`config.mk`:
```
export PLATFORM = sky130hd
export DESIGN_NAME = seven_segment_scanner
export DESIGN_NICKNAME = d
export VERILOG_FILES = /design/src/rtl/seven_segment_scanner_pkg.sv /design/src/rtl/seven_segment_decoder.sv /design/src/rtl/seven_segment_scanner.sv
export SDC_FILE = /design/constraint.sdc
export NUM_CORES = 1
export LEC_CHECK = 0
export ABC_AREA = 1
export ABC_CLOCK_PERIOD_IN_PS = 4700
export CAP_MARGIN = 20
export CORE_MARGIN = 2
export CORE_UTILIZATION = 40
export CTS_CLUSTER_DIAMETER = 120
export DETAILED_ROUTE_END_ITERATION = 12
export DONT_BUFFER_PORTS = 1
export PLACE_DENSITY = 0.54
export SYNTH_ARGS = -nofsm -noshare
export SYNTH_HDL_FRONTEND = slang
export SYNTH_SLANG_ARGS = --single-unit
```
`constraint.sdc`:
```
create_clock -name clk -period 4.7 [get_ports clk]
set_input_delay 0.94 -clock clk [delete_from_list [all_inputs] [get_ports clk]]
set_output_delay 0.94 -clock clk [all_outputs]
set_load 0.02 [all_outputs]
```
`src/rtl/seven_segment_scanner_pkg.sv`:
```
// rtl/seven_segment_scanner_pkg.sv - segment bit positions and hex font shared by the scanner.
package seven_segment_scanner_pkg;

  localparam int SEG_W = 7;

  localparam int SEG_A = 6;
  localparam int SEG_F = 5;
  localparam int SEG_E = 4;
  localparam int SEG_D = 3;
  localparam int SEG_C = 2;
  localparam int SEG_B = 1;
  localparam int SEG_G = 0;

  localparam logic [SEG_W-1:0] S_A = 7'b1 << SEG_A;
  localparam logic [SEG_W-1:0] S_F = 7'b1 << SEG_F;
  localparam logic [SEG_W-1:0] S_E = 7'b1 << SEG_E;
  localparam logic [SEG_W-1:0] S_D = 7'b1 << SEG_D;
  localparam logic [SEG_W-1:0] S_C = 7'b1 << SEG_C;
  localparam logic [SEG_W-1:0] S_B = 7'b1 << SEG_B;
  localparam logic [SEG_W-1:0] S_G = 7'b1 << SEG_G;

  // Active-high font; lowercase b and d keep them distinct from 8 and 0.
  function automatic logic [SEG_W-1:0] hex_font(input logic [3:0] nib);
    hex_font = '0;
    case (nib)
      4'h0: hex_font = S_A | S_B | S_C | S_D | S_E | S_F;
      4'h1: hex_font = S_B | S_C;
      4'h2: hex_font = S_A | S_B | S_D | S_E | S_G;
      4'h3: hex_font = S_A | S_B | S_C | S_D | S_G;
      4'h4: hex_font = S_B | S_C | S_F | S_G;
      4'h5: hex_font = S_A | S_C | S_D | S_F | S_G;
      4'h6: hex_font = S_A | S_C | S_D | S_E | S_F | S_G;
      4'h7: hex_font = S_A | S_B | S_C;
      4'h8: hex_font = S_A | S_B | S_C | S_D | S_E | S_F | S_G;
      4'h9: hex_font = S_A | S_B | S_C | S_D | S_F | S_G;
      4'hA: hex_font = S_A | S_B | S_C | S_E | S_F | S_G;
      4'hB: hex_font = S_C | S_D | S_E | S_F | S_G;
      4'hC: hex_font = S_A | S_D | S_E | S_F;
      4'hD: hex_font = S_B | S_C | S_D | S_E | S_G;
      4'hE: hex_font = S_A | S_D | S_E | S_F | S_G;
      4'hF: hex_font = S_A | S_E | S_F | S_G;
      default: hex_font = '0;
    endcase
  endfunction

endpackage

```
`src/rtl/seven_segment_decoder.sv`:
```
// rtl/seven_segment_decoder.sv - combinational nibble to active-high segment decode.
module seven_segment_decoder
  import seven_segment_scanner_pkg::*;
(
  input  logic [3:0]       nibble,
  output logic [SEG_W-1:0] seg
);

  assign seg = hex_font(nibble);

endmodule

```
`src/rtl/seven_segment_scanner.sv`:
```
// rtl/seven_segment_scanner.sv - multiplexed 7-segment scanner with blanking, PWM and guard time.
module seven_segment_scanner
  import seven_segment_scanner_pkg::*;
#(
  parameter int DIGITS      = 4,
  parameter int SCAN_DIV    = 1000,
  parameter int GUARD       = 16,
  parameter int PWM_BITS    = 3,
  parameter bit SEG_ACT_LOW = 1'b1,
  parameter bit DIG_ACT_LOW = 1'b1
) (
  input  logic                  clk,
  input  logic                  reset,
  input  logic [4*DIGITS-1:0]   value,
  input  logic [DIGITS-1:0]     dp,
  input  logic                  load,
  input  logic                  blank_lz,
  input  logic [PWM_BITS-1:0]   brightness,
  output logic [SEG_W-1:0]      segments,
  output logic                  dp_out,
  output logic [DIGITS-1:0]     digit_en,
  output logic                  frame
);

  localparam int PW = (SCAN_DIV > 1) ? $clog2(SCAN_DIV) : 1;
  localparam int IW = (DIGITS > 1) ? $clog2(DIGITS) : 1;

  logic [PW-1:0]         presc_q, presc_d;
  logic [IW-1:0]         index_q, index_d;
  logic [4*DIGITS-1:0]   pend_val_q, pend_val_d, disp_val_q, disp_val_d;
  logic [DIGITS-1:0]     pend_dp_q, pend_dp_d, disp_dp_q, disp_dp_d;
  logic                  pend_valid_q, pend_valid_d;
  logic [PWM_BITS-1:0]   bright_q, bright_d;
  logic [SEG_W-1:0]      seg_q, seg_d;
  logic                  dp_out_q, dp_out_d;
  logic [DIGITS-1:0]     digit_en_q, digit_en_d;
  logic                  frame_q, frame_d;

  logic                  slot_end, wrap;
  logic [3:0]            nibble;
  logic [SEG_W-1:0]      font_seg, seg_raw;
  logic [DIGITS-1:0]     nonzero_from, en_raw;
  logic                  digit_dp, blanked, in_window, dp_raw;
  logic [31:0]           on_len;

  seven_segment_decoder u_decoder (
    .nibble (nibble),
    .seg    (font_seg)
  );

  always_comb begin
    slot_end = (32'(presc_q) == 32'(SCAN_DIV - 1));
    wrap     = slot_end && (32'(index_q) == 32'(DIGITS - 1));
    presc_d  = slot_end ? '0 : presc_q + PW'(1);
    index_d  = index_q;
    if (slot_end) index_d = wrap ? '0 : index_q + IW'(1);
    bright_d = (presc_q == '0) ? brightness : bright_q;

    pend_val_d   = pend_val_q;
    pend_dp_d    = pend_dp_q;
    pend_valid_d = pend_valid_q;
    disp_val_d   = disp_val_q;
    disp_dp_d    = disp_dp_q;
    // Display only changes at the frame wrap; a load landing on that cycle bypasses pending.
    if (wrap) begin
      pend_valid_d = 1'b0;
      if (load) begin
        disp_val_d = value;
        disp_dp_d  = dp;
      end else if (pend_valid_q) begin
        disp_val_d = pend_val_q;
        disp_dp_d  = pend_dp_q;
      end
    end else if (load) begin
      pend_val_d   = value;
      pend_dp_d    = dp;
      pend_valid_d = 1'b1;
    end
    frame_d = wrap;
  end

  always_comb begin
    nibble   = '0;
    digit_dp = 1'b0;
    for (int i = 0; i < DIGITS; i++) begin
      if (index_q == IW'(i)) begin
        nibble   = disp_val_q[4*i +: 4];
        digit_dp = disp_dp_q[i];
      end
    end

    // nonzero_from[i]: some nibble at position i or above is non-zero.
    nonzero_from = '0;
    nonzero_from[DIGITS-1] = |disp_val_q[4*DIGITS-1 -: 4];
    for (int i = DIGITS - 2; i >= 0; i--) begin
      nonzero_from[i] = nonzero_from[i+1] | (|disp_val_q[4*i +: 4]);
    end
    blanked = 1'b0;
    for (int i = 1; i < DIGITS; i++) begin
      if (index_q == IW'(i)) blanked = blank_lz && !nonzero_from[i];
    end

    on_len    = (32'(SCAN_DIV - GUARD) * (32'(bright_d) + 32'd1)) >> PWM_BITS;
    in_window = (32'(presc_q) >= 32'(GUARD)) && (32'(presc_q) < 32'(GUARD) + on_len);

    seg_raw = '0;
    dp_raw  = 1'b0;
    en_raw  = '0;
    if (in_window) begin
      seg_raw = blanked ? '0 : font_seg;
      dp_raw  = digit_dp;
      en_raw  = DIGITS'(1) << index_q;
    end
    seg_d      = seg_raw ^ {SEG_W{SEG_ACT_LOW}};
    dp_out_d   = dp_raw ^ SEG_ACT_LOW;
    digit_en_d = en_raw ^ {DIGITS{DIG_ACT_LOW}};
  end

  always_ff @(posedge clk or posedge reset) begin
    if (reset) begin
      presc_q      <= '0;
      index_q      <= '0;
      pend_val_q   <= '0;
      pend_dp_q    <= '0;
      pend_valid_q <= 1'b0;
      disp_val_q   <= '0;
      disp_dp_q    <= '0;
      bright_q     <= '0;
      seg_q        <= {SEG_W{SEG_ACT_LOW}};
      dp_out_q     <= SEG_ACT_LOW;
      digit_en_q   <= {DIGITS{DIG_ACT_LOW}};
      frame_q      <= 1'b0;
    end else begin
      presc_q      <= presc_d;
      index_q      <= index_d;
      pend_val_q   <= pend_val_d;
      pend_dp_q    <= pend_dp_d;
      pend_valid_q <= pend_valid_d;
      disp_val_q   <= disp_val_d;
      disp_dp_q    <= disp_dp_d;
      bright_q     <= bright_d;
      seg_q        <= seg_d;
      dp_out_q     <= dp_out_d;
      digit_en_q   <= digit_en_d;
      frame_q      <= frame_d;
    end
  end

  assign segments = seg_q;
  assign dp_out   = dp_out_q;
  assign digit_en = digit_en_q;
  assign frame    = frame_q;

endmodule

```
After elaboration in Yosys (flattened, before gate mapping). Memories as Yosys holds them, arrays and structs flattened. Cells that the tools add are included.

Output and inout port bits: 13. Bits in read-only memories: 112. Word-level logic and storage cells: 72. Flip-flop bits (word level): 69. Input bits: 27. Memories: 1.

Memory list: (name not given) (depth 16, width 7, rd ports 1, clocked after Yosys merged registers in 0, wr ports 0, RTL line seven_segment_scanner_pkg.sv:25) `case (nib)`.

Bitwise gates (word level): 6. Equality and inequality tests: 4. $add $sub $neg: 4. Multipliers: 1. Reductions and logical operators: 17. Muxes and demuxes: 24. Shifts and indexed selects: 1. $lt $le $gt $ge: 2.

Operators by type and width (count): 16-bit two-way mux (2); 4-bit two-way mux (7); 7-bit two-way mux (2); 5-bit by 11-bit adder with 12-bit output (first input constant) (1); 10-bit by 12-bit less-than comparator with 1-bit output (1); 4-bit OR reduction (3); 7-bit by 4-bit multiplier with 11-bit output (first input constant) (1); 10-bit by 1-bit adder with 10-bit output (second input constant) (1); 10-bit == test (second input constant) (1); 10-bit by 5-bit >= comparator with 1-bit output (second input constant) (1); 10-bit logical NOT (1); 1-bit two-way mux (10); 10-bit two-way mux (1); 7-bit NOT (1); 1-bit logical AND (5); 3-bit by 1-bit adder with 4-bit output (second input constant) (1); 2-bit == test (second input constant) (2); 4-bit NOT (1); 2-bit AND reduction (2); 2-bit nonzero test (2); 1-bit by 2-bit << shifter with 4-bit output (first input constant) (1); 1-bit logical NOT (3); 3-bit two-way mux (1); 2-bit by 1-bit adder with 2-bit output (second input constant) (1); other kinds (5) (7).

Depth between registers and ports, before layout. Gate-level depths: netlist of the first run.

Depth in word-level cells: 11. Depth in mapped cells: 30. Mapped depth without buffers: 29.

By module. Synthesis of the first run repeated with hierarchy kept, for this count alone.

Cell total of the unflattened synthesis: 535. Area total of the unflattened synthesis: 4431.8 um^2.

By module, submodules not included: seven_segment_scanner (area an instance 4161.5 um^2, times used 1, cells each 483, seq. area each 1741.7 um^2); seven_segment_decoder (area an instance 270.3 um^2, times used 1, cells each 52, seq. area each 0.0 um^2).

Worst setup path before layout of the first run. No wires, ideal clock.

Kind: in2reg. Start: input brightness[0]. End: register dp_out_q (netlist: dp_out). Required time: 4.600 ns. Library setup time: 0.100 ns. Path slack: -0.355 ns. Data arrival time: 4.955 ns. Stages on the path: 24. Buffers on the path: 1. Path through: inv_1 -> nand2_2 -> o21ai_4 -> inv_1 -> ha_1 -> xor2_1 -> fa_1 -> xor2_1 -> ha_1 -> ha_1 -> ha_1 -> a21oi_1 -> nand2_1 -> xor2_1 -> ha_1 -> inv_1 -> nor3_1 -> a211oi_1 -> nand2_1 -> nand2_1 -> nand2_1 -> nand2_2 -> buf_6 -> nand3_2.

Longest elaborated chain between the ends: 8.

Ends and longest elaborated chain: start, declared (RTL line seven_segment_scanner.sv:18) `input logic [PWM_BITS-1:0] brightness,`; 3-bit two-way mux (RTL line seven_segment_scanner.sv:57) `bright_d = (presc_q == '0) ? brightness : bright_q;`; named net bright_d[0] (RTL line seven_segment_scanner.sv:33) `logic [PWM_BITS-1:0] bright_q, bright_d;`; 3-bit by 1-bit adder with 4-bit output (RTL line seven_segment_scanner.sv:103) `on_len = (32'(SCAN_DIV - GUARD) * (32'(bright_d) + 32'd1)) >> PWM_BITS;`; 7-bit by 4-bit multiplier with 11-bit output (RTL line seven_segment_scanner.sv:103); 5-bit by 11-bit adder with 12-bit output (RTL line seven_segment_scanner.sv:104) `in_window = (32'(presc_q) >= 32'(GUARD)) && (32'(presc_q) < 32'(GUARD) + on_len);`; 10-bit by 12-bit less-than comparator with 1-bit output (RTL line seven_segment_scanner.sv:104); 1-bit logical AND (RTL line seven_segment_scanner.sv:104); 1-bit two-way mux (RTL line seven_segment_scanner.sv:109) `if (in_window) begin`; 1-bit NOT (no line); named net dp_out_d (RTL line seven_segment_scanner.sv:35) `logic dp_out_q, dp_out_d;`; end signal, assigned (RTL line seven_segment_scanner.sv:143) `dp_out_q <= dp_out_d;`; end, declared (RTL line seven_segment_scanner.sv:35).

The timed path passes the listed nets, and every way through them passes these cells. A chain may end at the register's enable or synchronous reset.

Worst setup path in the final report of the first run.
Start: register presc_q[1]. End: register digit_en_q[2] (netlist: digit_en[2]).

Longest elaborated chain between the ends: 9. Elaborated cells on any way between the ends: 10. Classes of those cells: add/sub (2); mul (1); order compare (2); mux (2); bitwise (1); reduce/logical (2).

Ends and longest elaborated chain: start, declared (RTL line seven_segment_scanner.sv:28) `logic [PW-1:0] presc_q, presc_d;`; start signal, assigned (RTL line seven_segment_scanner.sv:134) `presc_q <= presc_d;`; 10-bit logical NOT (RTL line seven_segment_scanner.sv:57); 3-bit two-way mux (RTL line seven_segment_scanner.sv:57); named net bright_d[0] (RTL line seven_segment_scanner.sv:33); 3-bit by 1-bit adder with 4-bit output (RTL line seven_segment_scanner.sv:103); 7-bit by 4-bit multiplier with 11-bit output (RTL line seven_segment_scanner.sv:103); 5-bit by 11-bit adder with 12-bit output (RTL line seven_segment_scanner.sv:104); 10-bit by 12-bit less-than comparator with 1-bit output (RTL line seven_segment_scanner.sv:104); 1-bit logical AND (RTL line seven_segment_scanner.sv:104); 4-bit two-way mux (RTL line seven_segment_scanner.sv:109); 4-bit NOT (no line); named net digit_en_d[2] (RTL line seven_segment_scanner.sv:36) `logic [DIGITS-1:0] digit_en_q, digit_en_d;`; end signal, assigned (RTL line seven_segment_scanner.sv:131) `digit_en_q <= {DIGITS{DIG_ACT_LOW}};`; end signal, assigned (RTL line seven_segment_scanner.sv:144) `digit_en_q <= digit_en_d;`; end, declared (RTL line seven_segment_scanner.sv:36).

The timed path passes the listed nets, and every way through them passes these cells.

==> results of run 1 <==
## metal layers
metal	routed length (um)	up-vias	GRT usage (%)
met3	241	11	3.347
met4	156	0	6.868
met5	0	-	0
li1	-	1795	-
met2	4279	47	25.22
met1	4765	1582	23.96
## per-stage QoR
step / area, um^2 / hold slack [ns] / power, mW / utilization [%] / setup TNS [ns]
detailed placement: 4746 / 0.4682 / 0.9699 / 44.17 / -1.372
CTS: 4976 / 0.4874 / 1.515 / 46.31 / 0
floorplan: 4442 / 0.4457 / 0.9022 / - / 0
global route: 5248 / 0.5056 / 1.667 / 48.84 / -0.8908
global placement: 4746 / 0.4618 / 0.9650 / 44.17 / -0.9856
finish: 5248 / 0.4834 / 1.563 / 48.84 / 0
## logic make-up (layout without fill, tap and decap cells)
family	Yosys count	after routing	share of synthesized area [%]
adder cells (fa/ha/maj)	49	49	14.68
AND/OR/NAND/NOR	194	195	20.77
AO/OA/AOI/OAI	115	115	14.28
XOR/XNOR	9	9	1.800
flip-flops	69	69	39.76
buffers and inverters	98	137	8.712
## Yosys cell counts, types with 2 or more instances
cell,n,area (um^2)
a211oi_1,2,15.01
a21oi_1,26,130.1
buf_2,5,25.02
clkbuf_1,11,41.29
dfrtp_1,57,1426
dfstp_2,12,315.3
fa_1,4,80.08
ha_1,45,563.0
inv_1,77,289.0
inv_2,4,15.01
nand2_1,117,439.2
nand2_2,3,18.77
nand3_1,12,60.06
nand3_2,11,110.1
nand3b_1,2,15.01
nor2_1,18,67.56
nor2_2,6,37.54
nor3_1,16,80.08
nor4_1,3,18.77
o21ai_0,72,360.4
o21ai_1,6,30.03
o21bai_1,2,15.01
xnor2_1,2,17.52
xor2_1,7,61.31
## placed cells by master, fill, tap and decap left out, drive strengths merged, types with 3 or more instances in the layout
master and instances:
inv 81, ha 45, nand3 24, a21oi 27, clkbuf 14, nand2 121, fa 4, nor4 3
dfrtp 57, dfstp 12, nor3 16, xor2 7, buf 40, nor2 25, o21ai 80
## report_power, final
| part | internal, mW | total (mW) | leakage (nW) | switching, mW |
|---|---|---|---|---|
| Clock | 0.305 | 0.531 | 0.113 | 0.226 |
| Combinational | 0.176 | 0.377 | 1.67 | 0.201 |
| Sequential | 0.629 | 0.655 | 0.859 | 0.0257 |
## registers in the layout, indices dropped and copies added (netlist names)
name / cells
bright_q: 3
digit_en: 4
disp_dp_q: 4
disp_val_q: 16
dp_out: 1
frame: 1
index_q: 2
pend_dp_q: 4
pend_val_q: 16
pend_valid_q: 1
presc_q: 10
segments: 7
## worst paths after layout
check / end / from
max in group asynchronous: pend_val_q[1]$_DFFE_PP0P_ / reset
worst min register to register: pend_val_q[5]$_DFFE_PP0P_ / pend_val_q[5]$_DFFE_PP0P_
min in group asynchronous: digit_en[2]$_DFF_PP1_ / reset
worst max-delay path: digit_en[2]$_DFF_PP1_ / presc_q[1]$_DFF_PP0_
worst max register to register: digit_en[2]$_DFF_PP1_ / presc_q[1]$_DFF_PP0_
worst min-delay path: pend_val_q[5]$_DFFE_PP0P_ / pend_val_q[5]$_DFFE_PP0P_
## worst max-delay path: cells and delay by family (launching register included)
kind / cells / cell delay [ns]
buf+inv: 3 / 0.23
fa+ha+maj: 7 / 1.93
simple gates: 10 / 0.95
flops: 1 / 0.39
compound gates: 3 / 0.42
xor+xnor: 3 / 0.55
## final cells by class
| cell class | instances | area, um^2 | area share, % |
|---|---|---|---|
| Clock buffer | 14 | 182.7 | 3.481 |
| Multi-Input combinational cell | 368 | 2470 | 47.07 |
| Sequential cell | 69 | 1742 | 33.19 |
| Tap cell | 140 | 175.2 | 3.338 |
| Timing Repair Buffer | 40 | 332.8 | 6.342 |
| Inverter | 81 | 306.5 | 5.842 |
| Clock inverter | 2 | 38.79 | 0.7392 |
## repair_timing
action                                  4_1_cts  5_1_grt
resized for setup                             2       29
cloned                                        0        1
pin swaps                                     1       19
buffers inserted                              0       12
endpoints found under the setup margin       12       12
==> reports/summary.txt, run 1 <==
Synth Flop Type -> dfrtp_1
Fill cells -> 1084
unrepaired setup endpoints after global routing -> yes
post-route insts no fill -> 714
warnings from Yosys -> 0
most used cell along the critical path -> ha_4
clk slew on worst S/H paths -> 0.08 ns
Die ar. -> 11800 um^2
Crit. End Element -> register
PortBufs -> 0
share of layout cells above drive strength 1 -> 23.00%
number of DRC markers in iteration 0 -> 152
Worst Path Arrival -> 4.82 ns
Netlist cell types -> 38
GRT Total Usage -> 16.88%
clock latency on the worst-skew pair -> 0.35 ns
Final Critical Period -> 4.549 ns
Slew headroom -> 53.43%
drt total wl -> 9.443 mm
Placed Cells -> 684
actual slew at the worst max-slew pin -> 0.6912 ns
DP Wirelength -> 6.893 mm
die width -> 108.6 um
WP data required -> 4.97 ns
Final WS setup -> 0.1513 ns
clk buf depth -> 2
Hold Fails Final Rpt -> 0
CP Launch Type -> register
total gr overflow -> 0
Ant. Diodes -> 0
pre-CTS WS -> -0.1364 ns
register area share after synthesis -> 39.76%
max-cap violations -> 0
starting density of the core -> 40.77%
Slew Limit Fails -> 0
Sink Count -> 69
core area -> 10750 um^2
nets -> 645
critical path class -> reg -> reg
Seq cells post-synth -> 69
part of the cycle the worst path needs -> 96.78%
I/O pins -> 40
fmax -> 219.8 MHz
Post-Syn Instances -> 534
crit-path max cell delay -> 0.49 ns
clk root buf -> clkbuf_8
Post-synth EDFFs -> 0
Layout Area Growth over Synthesis -> 19.79%
routed len/inst -> 13.23 um
CTS Buf Count -> 9
# DRC -> 0
run status -> completed
Post-Syn Area per Cell -> 8.203 um^2
DR vias/cell -> 4.811
Routed Antenna Nets -> 0
initial antenna violation count -> 0
Rows -> 38
Layout Skew -> 0.01031 ns
Vert. Die Dim -> 108.6 um
syn_nets -> 610
static leakage power -> 2.637 nW
largest net degree at the start of global routing -> 49
Slowest-stage cell, CP -> fa_1
r2r setup slk -> 0.15 ns
DR pass1 iterations -> 4
Cell Area, Synth -> 4380 um^2
Max IR drop VDD -> 194.9 uV
Finish-stage setup viols -> 0
Pwr per Cell Area -> 297.9 nW/um^2
Async SR Flop Fraction -> 100.0%
CTS Hold Bufs -> 0
crit-path max FO -> 6
GP Congestion -> 0.8204
H-tree Lvls -> 3
hold depth -> 2
FF-to-FF path depth -> 26
via count -> 3435
number of global-route vias before repair -> 3167
CTS tree -> yes
Hold Crit Class -> reg -> reg
first-pass GRT wire length -> 15.31 mm
Power figures use the tool's default switching activity.
==> run 2: changes to the inputs <==
Settings changed: CELL_PAD_IN_SITES_DETAIL_PLACEMENT set to 1, CELL_PAD_IN_SITES_GLOBAL_PLACEMENT set to 2, CORE_UTILIZATION 40 to 35, PLACE_DENSITY 0.54 to 0.74.
==> run 2 against run 1 <==
  * Clock skew down 0.0043 ns
  * Die area up 14%
  * Largest power group is now the clock network
  * Largest cell class unchanged
  * Routed wire length is 16% higher
==> reports/summary.txt, run 2 (synthesized netlist as in run 1, its figures left out) <==
first-pass GRT wire length -> 18.57 mm
worst r2r src -> presc_q[1]$_DFF_PP0_
GRT Total Usage -> 17.91%
crit-path max cell delay -> 0.57 ns
Clock Power Share -> 39.9%
Vert. Die Dim -> 115.9 um
max-cap violations -> 0
clk root buf -> clkbuf_16
core area -> 12110 um^2
FF+latch area -> 1742 um^2
number of global-route vias before repair -> 3681
HP Start -> pend_val_q[2]$_DFFE_PP0P_
clk buf depth -> 2
Hold Fails Final Rpt -> 0
r2r setup slk -> 0.12 ns
biggest regs -> disp_val_q: 16 flops, pend_val_q: 16 flops, presc_q: 10 flops
starting density of the core -> 36.17%
Layout Skew -> 0.005973 ns
PortBufs -> 0
Max IR drop VDD -> 140.1 uV
Final Critical Period -> 4.579 ns
number of DRC markers in iteration 0 -> 152
largest net degree at the start of global routing -> 43
Pwr per Cell Area -> 321.9 nW/um^2
Top delay family on crit path -> adder cells
Crit. End Element -> register
post-route insts no fill -> 739
Final WS setup -> 0.1215 ns
Fill cells -> 1452
# DRC -> 0
CP Launch Type -> register
actual slew at the worst max-slew pin -> 0.9182 ns
Rows -> 40
P_sw -> 0.4929 mW
GP Congestion -> 0.8218
die width -> 115.9 um
unrepaired setup endpoints after global routing -> yes
switching share of power -> 28.97%
clock latency on the worst-skew pair -> 0.34 ns
routed len/inst -> 14.81 um
FF-to-FF path depth -> 28
DP Wirelength -> 8.186 mm
Reg power frac -> 38.6%
hold depth -> 2
Layout Area Growth over Synthesis -> 20.62%
Placed Cells -> 715
Slowest-stage cell, CP -> fa_1
WP data required -> 4.96 ns
crit-path max FO -> 6
Hold Crit Class -> reg -> reg
share of layout cells above drive strength 1 -> 21.37%
Hold Path End -> pend_val_q[2]$_DFFE_PP0P_
CTS Buf Count -> 9
Slew Limit Fails -> 0
worst setup path start -> presc_q[1]$_DFF_PP0_
Internal -> 1.208 mW
total gr overflow -> 0
Buf/Inv on CP -> 4
DR vias/cell -> 4.838
H-tree Lvls -> 3
Crit path depth -> 28
commonest non-fill, non-tap cells in the layout -> nand2_1, o21ai_0, inv_1
part of the cycle the worst path needs -> 97.42%
Ant. Diodes -> 0
Slew headroom -> 38.70%
Sink Count -> 69
footprint of the multi-input gates -> 2434 um^2
static leakage power -> 2.642 nW
Worst Path Arrival -> 4.84 ns
CTS Hold Bufs -> 0
clk slew on worst S/H paths -> 0.06 ns
Routed Antenna Nets -> 0
Comb pwr share -> 21.5%
via count -> 3575
DR pass1 iterations -> 4
nets -> 643
fmax -> 218.4 MHz
I/O pins -> 40
drt total wl -> 10.95 mm
most common cell after layout, fill and taps aside -> nand2_1
initial antenna violation count -> 0
CTS tree -> yes
run status -> completed
critical path class -> reg -> reg
Finish-stage setup viols -> 0
Die ar. -> 13430 um^2
Reg2Reg Capture Point -> segments[0]$_DFF_PP1_
pre-CTS WS -> -0.1748 ns
run 2: worst max path at each step:
stage | to | slack (ns)
CTS | digit_en[3]$_DFF_PP1_ | 0.01
finish | segments[0]$_DFF_PP1_ | 0.12
global route | digit_en[3]$_DFF_PP1_ | -0.17
detailed placement | digit_en[3]$_DFF_PP1_ | -0.17
floorplan | dp_out$_DFF_PP1_ | 0.001
global placement | digit_en[3]$_DFF_PP1_ | -0.07
run 2: worst register-to-register path, delay by kind of cell, from the launching register on:
kind	cells	cell delay, ns
AO/OA/AOI/OAI	3	0.33
AND/OR/NAND/NOR	11	1.04
buffers and inverters	4	0.26
adder cells (fa/ha/maj)	7	1.89
flip-flops	1	0.38
XOR/XNOR	3	0.60
run 2: through the flow:
step	hold WS, ns	cell area, um^2	setup TNS [ns]	utilization [%]	power [mW]
global route	0.5136	5284	-1.834	43.63	1.801
finish	0.4803	5284	0	43.63	1.701
detailed placement	0.4683	4803	-1.764	39.66	0.9861
global placement	0.4607	4803	-0.5267	39.66	0.9712
floorplan	0.4457	4442	0	-	0.9022
CTS	0.4834	5125	0	42.31	1.685
run 2: timing repair:
item | 4_1_cts | 5_1_grt
setup buffers | 1 | 7
endpoints found under the setup margin | 12 | 12
pin swaps | 5 | 20
endpoints found under the hold margin | 0 | 0
resized for setup | 4 | 23
gates cloned | 1 | 0
run 2: layout make-up:
| type | count | area share (%) |
|---|---|---|
| timing repair buffer | 38 | 5.683 |
| multi-input combinational | 368 | 46.06 |
| clock inverter | 5 | 1.184 |
| clock buffer | 10 | 4.333 |
| sequential | 69 | 32.96 |
| tap | 168 | 3.978 |
| inverter | 81 | 5.802 |
run 2: power by group through the flow:
| stage | Combinational [mW] | Sequential, mW | Clock, mW |
|---|---|---|---|
| 5_1_grt | 0.419 | 0.661 | 0.722 |
| 4_1_cts | 0.331 | 0.657 | 0.698 |
| 6_report | 0.366 | 0.657 | 0.679 |
| 3_5_place_dp | 0.319 | 0.667 | 0 |
| 3_3_place_gp | 0.305 | 0.666 | 0 |
| 2_1_floorplan | 0.239 | 0.663 | 0 |
run 2: per-layer routing:
layer | global-route usage [%] | part of all wire, % | vias up
met1 | 25.22 | 51 | 1729
li1 | - | - | 1793
met4 | 7.143 | 1.5 | 0
met2 | 27.17 | 45 | 42
met5 | 0 | 0 | -
met3 | 3.452 | 2.8 | 11
==> run 3: changes to the inputs <==
Settings changed: ABC_CLOCK_PERIOD_IN_PS 4700 to 5900, CORE_UTILIZATION 35 to 40, PLACE_DENSITY 0.74 to not set, PLACE_DENSITY_LB_ADDON set to 0.1.
Clock period 4.7 ns to 5.9 ns, I/O delays scaled along.
==> run 3 against run 2 <==
  * Routed wire length decreased by 6.6%
  * First-iteration DRC count is 1.3% higher
  * Clock skew rose by 0.0079 ns
  * Non-clock buffer count shrank 31
  * Clock power is 42% lower
  * Sequential power down 21%
  * Die area fell by 12%
  * Global-route usage is 0.95 points higher
  * Fmax decreased by 15%
  * Via count down 5.0%
  * Combinational power decreased by 38%
  * Largest power group is now registers
  * Cell area fell by 10%
  * Critical endpoint is now digit_en[3]$_DFF_PP1_
==> reports/summary.txt, run 3 (synthesized netlist as in run 1, its figures left out) <==
Final Critical Period -> 5.411 ns
actual slew at the worst max-slew pin -> 0.9176 ns
Slew Limit Fails -> 0
max-cap violations -> 0
largest net degree at the start of global routing -> 70
die width -> 108.6 um
Placed Cells -> 662
H-tree Lvls -> 3
starting density of the core -> 40.77%
routed len/inst -> 15.04 um
Internal -> 0.7878 mW
Crit. End Element -> register
Hold Crit Class -> reg -> reg
Die ar. -> 11800 um^2
run status -> completed
crit-path max FO -> 12
Layout Area Growth over Synthesis -> 8.169%
share of layout cells above drive strength 1 -> 12.78%
Worst Path Arrival -> 5.66 ns
number of DRC markers in iteration 0 -> 154
initial antenna violation count -> 0
WP data required -> 6.15 ns
Clock Power Share -> 34.6%
CTS Buf Count -> 9
Final WS setup -> 0.4894 ns
static leakage power -> 2.435 nW
DP Wirelength -> 7.676 mm
PortBufs -> 0
commonest non-fill, non-tap cells in the layout -> nand2_1, inv_1, o21ai_0
post-route insts no fill -> 680
P_sw -> 0.3558 mW
number of global-route vias before repair -> 3503
total gr overflow -> 0
critical path class -> reg -> reg
switching share of power -> 31.11%
Sink Count -> 69
Reg power frac -> 45.6%
most common cell after layout, fill and taps aside -> nand2_1
Placed Area -> 4519 um^2
Layout Skew -> 0.01390 ns
worst setup path start -> presc_q[0]$_DFF_PP0_
Max IR drop VDD -> 120.2 uV
clk slew on worst S/H paths -> 0.09 ns
GP Congestion -> 0.8147
Rows -> 38
Vert. Die Dim -> 108.6 um
clock latency on the worst-skew pair -> 0.35 ns
# DRC -> 0
CTS tree -> yes
Design Power -> 1.144 mW
Hold Fails Final Rpt -> 0
worst r2r src -> presc_q[0]$_DFF_PP0_
part of the cycle the worst path needs -> 91.70%
Pwr per Cell Area -> 241.4 nW/um^2
first-pass GRT wire length -> 17.33 mm
I/O pins -> 40
fin area -> 4738 um^2
Routed Antenna Nets -> 0
Finish-stage setup viols -> 0
Comb pwr share -> 19.8%
pre-CTS WS -> 0.3027 ns
DR vias/cell -> 4.994
hold slack final -> 0.4836 ns
clk root buf -> clkbuf_8
setup TNS -> 0 ns
nets -> 611
clk buf depth -> 2
CP Launch Type -> register
Slew headroom -> 38.82%
Final Util -> 44.10%
HP Start -> pend_val_q[4]$_DFFE_PP0P_
Ant. Diodes -> 0
core area -> 10750 um^2
via count -> 3396
DR pass1 iterations -> 4
fmax -> 184.8 MHz
CTS Hold Bufs -> 0
biggest regs -> disp_val_q: 16 flops, pend_val_q: 16 flops, presc_q: 10 flops
drt total wl -> 10.23 mm
GRT Total Usage -> 18.86%
Fill cells -> 1346
-- run 3: cell count changes in the layout (fill, tap and decap cells not counted), sizes merged --
cell	previous run	this run
clkinv	2	1
buf	38	7
inv	81	83
nand2	121	120
-- run 3: routing by layer --
layer / vias up / global-route usage (%) / share of wire, %
met5: - / 0 / 0
li1: 1723 / - / -
met4: 0 / 4.396 / 0.65
met1: 1630 / 25.60 / 50
met3: 8 / 3.646 / 1.9
met2: 35 / 31.21 / 48
-- run 3: final cells by class --
type                    count  area [um^2]  share of cell area (%)
clock inverters             6        71.32                   1.505
clock buffers              10        127.6                   2.693
flip-flops and latches     69         1742                   36.76
well taps                 140        175.2                   3.697
repair buffers              7        52.55                   1.109
multi-input cells         367         2266                   47.82
inverters                  81        304.0                   6.417
-- run 3: worst paths after layout --
path / end / slack (ns) / depth (start not counted)
setup / recovery: digit_en[3]$_DFF_PP1_ / 0.49 / 26
hold / removal: pend_val_q[4]$_DFFE_PP0P_ / 0.48 / 2
setup reg to reg: digit_en[3]$_DFF_PP1_ / 0.49 / 26
hold reg to reg: pend_val_q[4]$_DFFE_PP0P_ / 0.48 / 2
max in group asynchronous: bright_q[0]$_DFF_PP0_ / 4.31 / 2
min in group asynchronous: disp_val_q[10]$_DFFE_PP0P_ / 1.01 / 2
-- run 3: worst max-delay path, stage by stage (launching register included) --
cell and delay (ns):
dfrtp_1 0.40, inv_1 0.14, ha_1 0.18, nand3_2 0.16, nor2_8 0.22, nand2_2 0.08, o21ai_4 0.15, inv_1 0.18
ha_1 0.25, xor2_1 0.25, fa_1 0.51, xor2_1 0.20, ha_1 0.29, ha_1 0.30, ha_1 0.37, a21oi_1 0.20
nand2_1 0.12, xor2_1 0.18, ha_1 0.31, inv_1 0.09, nor3_1 0.05, a211oi_1 0.17, nand2_1 0.08, nand2_1 0.06
nand2_1 0.08, nand2_4 0.17, nand3_1 0.11
-- run 3: power groups by stage --
| stage | logic [mW] | clock network [mW] | registers (mW) |
|---|---|---|---|
| 6_report | 0.226 | 0.396 | 0.522 |
| 5_1_grt | 0.266 | 0.432 | 0.525 |
| 4_1_cts | 0.227 | 0.411 | 0.522 |
| 3_5_place_dp | 0.225 | 0 | 0.531 |
| 3_3_place_gp | 0.213 | 0 | 0.530 |
| 2_1_floorplan | 0.177 | 0 | 0.528 |
-- run 3: what timing repair did --
action,in CTS,in global routing
setup buffers,0,2
setup endpoints to repair,0,12
gates resized for setup,0,1
